**config.mk**
```make
export PLATFORM = sky130hd
export DESIGN_NAME = controle_jogo_param
export DESIGN_NICKNAME = d
export VERILOG_FILES = /design/src/rtl/controle_jogo_param.sv
export SDC_FILE = /design/constraint.sdc
export NUM_CORES = 1
export LEC_CHECK = 0
export BUFFER_PORTS_ARGS = -buffer_cell sky130_fd_sc_hd__buf_2
export CORE_ASPECT_RATIO = 1.75
export CORE_MARGIN = 2
export CORE_UTILIZATION = 52
export DETAILED_ROUTE_END_ITERATION = 6
export PLACE_DENSITY = 0.79
export SLEW_MARGIN = 20
export SYNTH_ARGS = -nofsm -noshare
export SYNTH_HDL_FRONTEND = slang
export SYNTH_SLANG_ARGS = --single-unit
export TNS_END_PERCENT = 30
```
**constraint.sdc**
```tcl
create_clock -name clock -period 1.7 [get_ports clock]
set_input_delay 0.17 -clock clock [delete_from_list [all_inputs] [get_ports clock]]
set_output_delay 0.17 -clock clock [all_outputs]
set_load 0.005 [all_outputs]
```
**src/rtl/controle_jogo_param.sv**
```systemverilog
// Control unit for the sequence-memory game.
// Owns the address, round, timeout and lives counters.
module controle_jogo_param #(
  parameter int ADDR_W      = 4,
  parameter int TIMEOUT_CYC = 5000,
  parameter int LIVES       = 1
) (
  input  logic                       clock,
  input  logic                       reset,
  input  logic                       iniciar,
  input  logic                       jogada,
  input  logic                       igual,
  input  logic                       modo,
  input  logic [ADDR_W-1:0]          n_rodadas,
  output logic [ADDR_W-1:0]          endereco,
  output logic [ADDR_W-1:0]          rodada,
  output logic [$clog2(LIVES+1)-1:0] vidas,
  output logic                       zeraR,
  output logic                       registraR,
  output logic                       acertou,
  output logic                       errou,
  output logic                       timeout_ocorreu,
  output logic                       pronto,
  output logic [3:0]                 db_estado
);

  localparam int VW = $clog2(LIVES+1);
  localparam int TW = $clog2(TIMEOUT_CYC);
  localparam logic [TW-1:0] T_LAST = TW'(TIMEOUT_CYC-1);
  localparam logic [VW-1:0] V_INIT = VW'(LIVES);
  localparam logic [VW-1:0] V_ONE  = VW'(1);

  typedef enum logic [3:0] {
    INICIAL     = 4'd0,
    PREPARA     = 4'd1,
    NOVA_RODADA = 4'd2,
    ESPERA      = 4'd4,
    REGISTRA    = 4'd5,
    COMPARA     = 4'd6,
    PROXIMA     = 4'd7,
    FIM_RODADA  = 4'd8,
    PERDE_VIDA  = 4'd9,
    ERRO        = 4'd14,
    ACERTO      = 4'd15
  } estado_t;

  estado_t estado, prox;

  logic [TW-1:0]     timer;
  logic              modo_r;
  logic [ADDR_W-1:0] nrod_r;
  logic              to_mark;

  always_ff @(posedge clock or posedge reset) begin
    if (reset) estado <= INICIAL;
    else       estado <= prox;
  end

  always_comb begin
    prox = estado;
    unique case (estado)
      INICIAL:     if (iniciar) prox = PREPARA;
      PREPARA:     prox = NOVA_RODADA;
      NOVA_RODADA: prox = ESPERA;
      ESPERA: begin
        if (jogada)               prox = REGISTRA;
        else if (timer == T_LAST) prox = PERDE_VIDA;
      end
      REGISTRA:    prox = COMPARA;
      COMPARA: begin
        if (!igual)                 prox = PERDE_VIDA;
        else if (endereco == rodada) prox = FIM_RODADA;
        else                        prox = PROXIMA;
      end
      PROXIMA:     prox = ESPERA;
      FIM_RODADA: begin
        if (modo_r || rodada == nrod_r) prox = ACERTO;
        else                            prox = NOVA_RODADA;
      end
      PERDE_VIDA: begin
        if (vidas <= V_ONE) prox = ERRO;
        else                prox = NOVA_RODADA;
      end
      ACERTO, ERRO: if (iniciar) prox = PREPARA;
      default:     prox = INICIAL;
    endcase
  end

  always_ff @(posedge clock or posedge reset) begin
    if (reset) begin
      endereco        <= '0;
      rodada          <= '0;
      vidas           <= '0;
      timer           <= '0;
      modo_r          <= 1'b0;
      nrod_r          <= '0;
      to_mark         <= 1'b0;
      timeout_ocorreu <= 1'b0;
    end else begin
      unique case (estado)
        PREPARA: begin
          modo_r          <= modo;
          nrod_r          <= n_rodadas;
          endereco        <= '0;
          vidas           <= V_INIT;
          to_mark         <= 1'b0;
          timeout_ocorreu <= 1'b0;
          rodada          <= modo ? n_rodadas : '0;
        end
        NOVA_RODADA: begin
          endereco <= '0;
          timer    <= '0;
          to_mark  <= 1'b0;
        end
        ESPERA: begin
          if (!jogada) begin
            if (timer == T_LAST) to_mark <= 1'b1;
            else                 timer <= timer + TW'(1);
          end
        end
        PROXIMA: begin
          endereco <= endereco + ADDR_W'(1);
          timer    <= '0;
        end
        FIM_RODADA: begin
          if (!modo_r && rodada != nrod_r)
            rodada <= rodada + ADDR_W'(1);
        end
        PERDE_VIDA: begin
          // replays restart the same round from its first address
          endereco <= '0;
          if (vidas != '0) vidas <= vidas - V_ONE;
          if (vidas <= V_ONE) timeout_ocorreu <= to_mark;
        end
        default: ;
      endcase
    end
  end

  assign zeraR     = (estado == INICIAL) || (estado == PREPARA) ||
                     (estado == NOVA_RODADA);
  assign registraR = (estado == REGISTRA);
  assign acertou   = (estado == ACERTO);
  assign errou     = (estado == ERRO);
  assign pronto    = acertou | errou;
  assign db_estado = estado;

endmodule

```
Word level (Yosys, flattened, before mapping)
Cells that the tools add are included.
{"block": "totals", "input_bits": 10, "ff_bits": 33, "output_inout_bits": 19, "mem_bits_ro": 0, "mem_count": 0, "mem_bits_rw": 0, "elab_cells": 78, "latchBits": 0}
{"block": "classes", "div": 0, "n_mul": 0, "bitwise": 1, "magnitude_cmp": 1, "n_eq_ne": 21, "shift": 0, "n_mux": 22, "n_reduce_logical": 20, "add_sub_neg": 4}
{"cell": "2-to-1 mux 4 bit", "count": 9}
{"cell": "one-hot mux 4 bit (8 select lines)", "count": 1}
{"cell": "2-to-1 mux 13 bit", "count": 2}
{"cell": "one-hot mux 13 bit (2 select lines)", "count": 1}
{"cell": "== test 4 x 3 -> 1 bit (second input constant)", "count": 4}
{"cell": "== test 4 bit (second input constant)", "count": 4}
{"cell": "one-hot mux 4 bit (2 select lines)", "count": 2}
{"cell": "adder 13 x 1 -> 13 bit (second input constant)", "count": 1}
{"cell": "== test 13 bit (second input constant)", "count": 1}
{"cell": "!= test 2 bit (second input constant)", "count": 5}
{"cell": "nonzero test 2 bit", "count": 5}
{"cell": "adder 4 x 1 -> 4 bit (second input constant)", "count": 2}
{"cell": "== test 4 bit", "count": 2}
{"cell": "one-hot mux 1 bit (2 select lines)", "count": 3}
{"cell": "AND reduction 2 bit", "count": 3}
{"cell": "AND reduction 3 bit", "count": 2}
{"cell": "OR reduction 3 bit", "count": 2}
{"cell": "== test 4 x 1 -> 1 bit (second input constant)", "count": 1}
{"cell": "== test 4 x 2 -> 1 bit (second input constant)", "count": 1}
{"cell": "logical NOT 4 bit", "count": 1}
{"cell": "2-to-1 mux 1 bit", "count": 4}
{"cell": "!= test 4 bit", "count": 1}
{"cell": "OR reduction 2 bit", "count": 2}
{"cell": "logical OR 1 bit", "count": 3}
{"cell": "other kinds (7)", "count": 7}

Depth between registers and ports, before layout
{"block": "depth", "depth_word": 4, "depth_mapped": 6, "ltp_nobuf": 5}

Worst setup path after synthesis
Ideal clock, no wire load.
{"block": "synth_path", "path_type": "reg-to-reg", "startpoint": "register timer[0]", "endpoint": "register timer[9]", "synth_period_minus_slack_ps": 1822, "setup_time_ps": 79, "path_stages_with_launch": 7, "arrival_time_ps": 1743, "path_slack_ps": -122, "t_required_ps": 1621, "path_buffers": 1, "path_cell_list": "dfrtp_1 -> ha_1 -> and4_1 -> and4_1 -> buf_2 -> nor4b_1 -> mux2i_1"}
{"block": "synth_between", "elab_chain_len": 4, "elab_cells_between_ends": 7, "classes_between": "add/sub: 1; eq/ne: 2; mux: 3; reduce/logical: 1"}
{"element": "start, declared", "line_no": "49", "source": "logic [TW-1:0] timer;"}
{"element": "start signal, assigned", "line_no": "118", "source": "else timer <= timer + TW'(1);"}
{"element": "adder 13 x 1 -> 13 bit", "line_no": "118"}
{"element": "2-to-1 mux 13 bit", "line_no": "117", "source": "if (timer == T_LAST) to_mark <= 1'b1;"}
{"element": "2-to-1 mux 13 bit", "line_no": "116", "source": "if (!jogada) begin"}
{"element": "one-hot mux 13 bit (2 select lines)", "line_no": "100", "source": "unique case (estado)"}
Parallel ways exist; a longest one is shown, timed or not. The select of a mux whose other input is x is not followed.
A chain may end at the register's enable or synchronous reset.

Worst setup path after layout
{"block": "layout_path", "startpoint": "register timer[1]", "endpoint": "register timer[12]"}
The elaborated chain is that of the path after synthesis.

==> results_tabular.tex <==
\begin{tabular}{lr}
\hline
Metric & Value \\
\hline
\multicolumn{2}{l}{\textbf{Clocking}} \\
Num Clock Sinks & 33 \\
Clock-pin slew of the registers on the worst-case setup and hold paths & 70 ps \\
Max Root-Sink Buffers & 2 \\
Clock tree from TritonCTS & yes \\
Max H-tree Level & 2 \\
Clk Latency, worst-skew pair & between 200 and 300 ps \\
Total CTS buffers & 5 \\
Clock Root Buffer & sky130\_fd\_sc\_hd\_\_clkbuf\_8 \\
\multicolumn{2}{l}{\textbf{Setup path}} \\
CP cell instances & ha\_2 -> and4\_1 -> buf\_4 -> nand4\_2 -> or4\_1 -> a21oi\_2 \\
Cell family with the largest share of critical-path delay & simple AND/OR/NAND/NOR gates \\
Capturing element type of the critical path & register \\
Arrival @ worst endpoint & around 2000 ps \\
Worst Path Buf+Inv & 1 \\
Type of the setup path with the least slack & register to register \\
Endpoint required time on the critical path & roughly 1900 ps \\
Depth of the critical timing path with buffers and inverters included & 6 \\
Critical Path Start Type & register \\
CP Max Fanout & 2 \\
Max stage delay cell, worst path & sky130\_fd\_sc\_hd\_\_or4\_1 \\
Crit-path max cell delay & between 500 and 600 ps \\
Path depth of the worst reg2reg path & 6 \\
\multicolumn{2}{l}{\textbf{Global routing}} \\
Most Used Layer, Global Route & met2 \\
Via count of the first global-routing pass & 2117 \\
Total routing resource utilization after global routing & a little over a quarter \\
Met3 Resource Use GR & under 10\% \\
Number of antenna violations at the first check in global routing & 0 \\
Overall overflow remaining after global route & 0 \\
Pin count of the biggest net entering global routing & 34 \\
Global-route track usage on met1 & a little over a quarter \\
Wire length of the first global-routing pass & between 9 and 10 mm \\
Met2 Usage GRT & between 40\% and 50\% \\
\multicolumn{2}{l}{\textbf{Power and ir drop}} \\
PD cells & $\sim$1500 mW/mm² \\
Post-layout total power & 4.001 mW \\
Maximum vdd drop & 1.055 mV \\
LEAKAGE & 1.235 nW \\
\multicolumn{2}{l}{\textbf{Synthesis}} \\
Area fraction in compound gates after synthesis & between 10\% and 20\% \\
Share of synthesized cell area in full adder, half adder and majority cells & roughly 1.8\% \\
Number of synthesized flops with an enable pin & 0 \\
Xor/xnor cell area share of the yosys netlist & under 10\% \\
Simple-gate portion of the synthesized area & roughly a quarter \\
Synthesized area divided by synthesized cell count & between 9 and 10 µm² \\
Number of distinct standard cells referenced by the synthesized netlist & 52 \\
Total of flip-flops plus latches after synthesis & 33 \\
Synth Instances & 225 \\
Share of flip-flops with an asynchronous set or reset after synthesis & 100.0\% \\
Synthesized netlist net count & 238 \\
Main combinational cell family by area after synthesis & simple AND/OR/NAND/NOR gates \\
Part of the Yosys area used for sequential elements & 39.59\% \\
Synth Flop Type & sky130\_fd\_sc\_hd\_\_dfrtp\_1 \\
Number of warnings reported in the yosys synthesis log & 0 \\
Post-synthesis mux area share & 6.839\% \\
Post-synthesis instance area & between 0.002 and 0.0025 mm² \\
\multicolumn{2}{l}{\textbf{Die}} \\
Core Box Area & between 0.003 and 0.004 mm² \\
Cell row count & 30 \\
Total Die Area & between 0.004 and 0.005 mm² \\
Die Y-Extent & around 90 µm \\
Ports & 29 \\
Starting Density & 53.95\% \\
Horizontal extent of the die & around 52 µm \\
\multicolumn{2}{l}{\textbf{STA}} \\
Total setup violations reported at the end of the flow & 6 \\
Worst-case clock skew & between 5 and 6 ps \\
Final Max Slew Viols & 0 \\
Normalized max-slew margin & between 70\% and 80\% \\
Final critical-path required period & about 1800 ps \\
Final worst-path cycle share & 103.6\% \\
Highest Clock Rate & roughly 0.57 GHz \\
Hold Fails Final Rpt & 0 \\
RSZ-0062 raised after global routing & yes \\
Worst Tran Pin Value & 442.9 ps \\
Final critical-path setup slack & -61.29 ps \\
\multicolumn{2}{l}{\textbf{Min path}} \\
Cells on Worst Hold Path & 2 \\
Worst hold path type & primary input to register \\
\multicolumn{2}{l}{\textbf{Status}} \\
Violations in the final reports & negative setup slack \\
Result of the run & finished, violations left \\
\multicolumn{2}{l}{\textbf{Detailed routing}} \\
Total DRC errors in the routed layout & 0 \\
Post-detailed-route count of antenna-violating nets & 0 \\
Post-detailed-route wirelength per cell & about 16 µm \\
Router iterations before antenna repair & 4 \\
Vias after detailed routing & 2059 \\
Per-cell via count in the routed design & around 6 \\
Number of violations reported at the end of detailed-routing iteration 0 & 39 \\
Total routed wirelength & $\sim$5.6 mm \\
\multicolumn{2}{l}{\textbf{Final layout}} \\
Total area of sequential cells & just over 800 µm² \\
Diode insertion count for antenna repair & 0 \\
Fraction of final layout cells with drive strength greater than 1 & 36.52\% \\
Number of nets in the final layout & between 300 and 400 \\
Multi-input combinational cell area & about 0.0012 mm² \\
\# fillers & between 300 and 400 \\
Number of non-filler instances in the completed layout & about 340 \\
Final cell area excluding filler cells & between 0.002 and 0.003 mm² \\
Area growth from synthesis to layout & 31.73\% \\
\multicolumn{2}{l}{\textbf{Placement}} \\
Final weighted congestion of routability-driven global placement & between 0.8 and 0.9 \\
Placed Cells incl. Taps & 330 \\
Estimated wirelength of the detail-placed design & roughly 4 mm \\
Post-place instance area & around 0.0025 mm² \\
Count of buffers inserted at the top-level ports & 28 \\
\multicolumn{2}{l}{\textbf{Flow run}} \\
Max-cap violations & 0 \\
\hline
\end{tabular}
## layer usage
layer	up-vias	part of all wire, %
li1	965	-
met1	998	35
met2	67	57
met3	29	3.0
met4	0	5.4
met5	-	0
## stage by stage
| step | hold slack (ps) | utilization [%] | setup TNS [ps] | setup WS (ps) |
|---|---|---|---|---|
| final | 139.9 | 71.07 | -127.3 | -61.29 |
| after global routing | 140.4 | 71.07 | -1292 | -146.3 |
| after CTS | 133.0 | 69.42 | -39.76 | -24.30 |
| after detailed placement | 291.9 | 65.79 | -727.0 | -152.0 |
| after global placement | 281.3 | 65.79 | -209.9 | -78.35 |
| after floorplan | 298.9 | - | -454.9 | -95.73 |
## Yosys cell counts, types with 3 or more instances
| cell | instances | area, µm² |
|---|---|---|
| sky130_fd_sc_hd__dfrtp_1 | 33 | 825.8 |
| sky130_fd_sc_hd__nand2_1 | 27 | 101.4 |
| sky130_fd_sc_hd__a21oi_1 | 10 | 50.05 |
| sky130_fd_sc_hd__o21ai_0 | 10 | 50.05 |
| sky130_fd_sc_hd__inv_1 | 9 | 33.78 |
| sky130_fd_sc_hd__xnor2_1 | 9 | 78.83 |
| sky130_fd_sc_hd__nor2_1 | 8 | 30.03 |
| sky130_fd_sc_hd__clkbuf_1 | 7 | 26.28 |
| sky130_fd_sc_hd__nand3_1 | 7 | 35.03 |
| sky130_fd_sc_hd__nor3_1 | 7 | 35.03 |
| sky130_fd_sc_hd__mux2_2 | 6 | 67.56 |
| sky130_fd_sc_hd__mux2i_1 | 6 | 60.06 |
| sky130_fd_sc_hd__nand2b_1 | 6 | 37.54 |
| sky130_fd_sc_hd__nor4_1 | 6 | 37.54 |
| sky130_fd_sc_hd__o211ai_1 | 6 | 45.04 |
| sky130_fd_sc_hd__o31ai_1 | 5 | 37.54 |
| sky130_fd_sc_hd__nand4_1 | 4 | 25.02 |
| sky130_fd_sc_hd__or3_1 | 4 | 25.02 |
| sky130_fd_sc_hd__a211oi_1 | 3 | 22.52 |
| sky130_fd_sc_hd__ha_1 | 3 | 37.54 |
| sky130_fd_sc_hd__nor2b_1 | 3 | 18.77 |
| sky130_fd_sc_hd__nor4b_1 | 3 | 26.28 |
| sky130_fd_sc_hd__o21a_1 | 3 | 22.52 |
| sky130_fd_sc_hd__or4_1 | 3 | 22.52 |
## power by group
group          switching, mW  internal [mW]  total [mW]  leakage, nW
Sequential             0.203          0.988        1.19        0.434
Combinational           1.13           1.08        2.21        0.756
Clock                  0.277          0.321       0.598       0.0443
## logic make-up (layout without fill, tap and decap cells)
kind of cell,Yosys count,in the layout
and+or+nand+nor,93,93
adders and majority gates,3,3
xor gates and xnor gates,9,9
DFF,33,33
buffers and inverters,22,90
AOI/OAI and AO/OA,52,52
muxes,13,13
## sequential cells by signal (all words and copies together), names as in the netlist
name and cells:
timer 13, db_estado 4, endereco 4, nrod_r 4, rodada 4, modo_r 1, timeout_ocorreu 1, to_mark 1
vidas 1
## cell usage in the layout, fill, tap and decap left out, types with 2 or more instances in the layout
master,count
sky130_fd_sc_hd__o31ai_1,5
sky130_fd_sc_hd__nand3_2,2
sky130_fd_sc_hd__o21ai_0,9
sky130_fd_sc_hd__nand2b_1,6
sky130_fd_sc_hd__or3_1,4
sky130_fd_sc_hd__nor4b_4,2
sky130_fd_sc_hd__dfrtp_1,32
sky130_fd_sc_hd__o211ai_1,6
sky130_fd_sc_hd__mux2i_1,6
sky130_fd_sc_hd__a31oi_1,2
sky130_fd_sc_hd__nor4b_2,2
sky130_fd_sc_hd__and2_1,2
sky130_fd_sc_hd__clkbuf_8,6
sky130_fd_sc_hd__nor4_1,4
sky130_fd_sc_hd__a22o_1,2
sky130_fd_sc_hd__xnor2_1,9
sky130_fd_sc_hd__or4_1,3
sky130_fd_sc_hd__a211oi_1,2
sky130_fd_sc_hd__inv_1,9
sky130_fd_sc_hd__nor3_1,6
sky130_fd_sc_hd__nand3_1,6
sky130_fd_sc_hd__nor2b_1,2
sky130_fd_sc_hd__a2bb2oi_1,2
sky130_fd_sc_hd__buf_2,28
sky130_fd_sc_hd__buf_4,42
sky130_fd_sc_hd__a21o_1,2
sky130_fd_sc_hd__and3_1,2
sky130_fd_sc_hd__o21a_1,3
sky130_fd_sc_hd__buf_6,3
sky130_fd_sc_hd__a21oi_2,3
sky130_fd_sc_hd__nand2_1,27
sky130_fd_sc_hd__ha_1,2
sky130_fd_sc_hd__a21oi_1,7
sky130_fd_sc_hd__nor2_1,8
sky130_fd_sc_hd__mux2_2,6
sky130_fd_sc_hd__nand4_1,4
## cell type report
type	instances	share of cell area, %
inverter	9	1.230
clock buffer	7	3.142
multi-input combinational	170	45.17
timing repair buffer	74	18.17
tap	48	2.186
sequential	33	30.10
## timing repair
action | CTS | global route
resized for setup | 9 | 12
buffers inserted | 1 | 2
setup endpoints to repair | 14 | 17
hold buffers | 1 | 0
pin swaps | 6 | 5
hold endpoints to repair | 33 | 0
## final timing paths
path | start | end | slack, ps
worst max-delay path | timer[1]$_DFFE_PP0P_ | timer[12]$_DFFE_PP0P_ | -60
worst min-delay path | n_rodadas[0] | nrod_r[0]$_DFFE_PP0P_ | 140
worst max register to register | timer[1]$_DFFE_PP0P_ | timer[12]$_DFFE_PP0P_ | -60
worst min register to register | vidas$_DFFE_PP0P_ | vidas$_DFFE_PP0P_ | 480
max in group asynchronous | reset | db_estado[0]$_DFFE_PP0P_ | 840
min in group asynchronous | reset | timer[6]$_DFFE_PP0P_ | 520
Note: power is estimated with default switching activity, not from simulation.
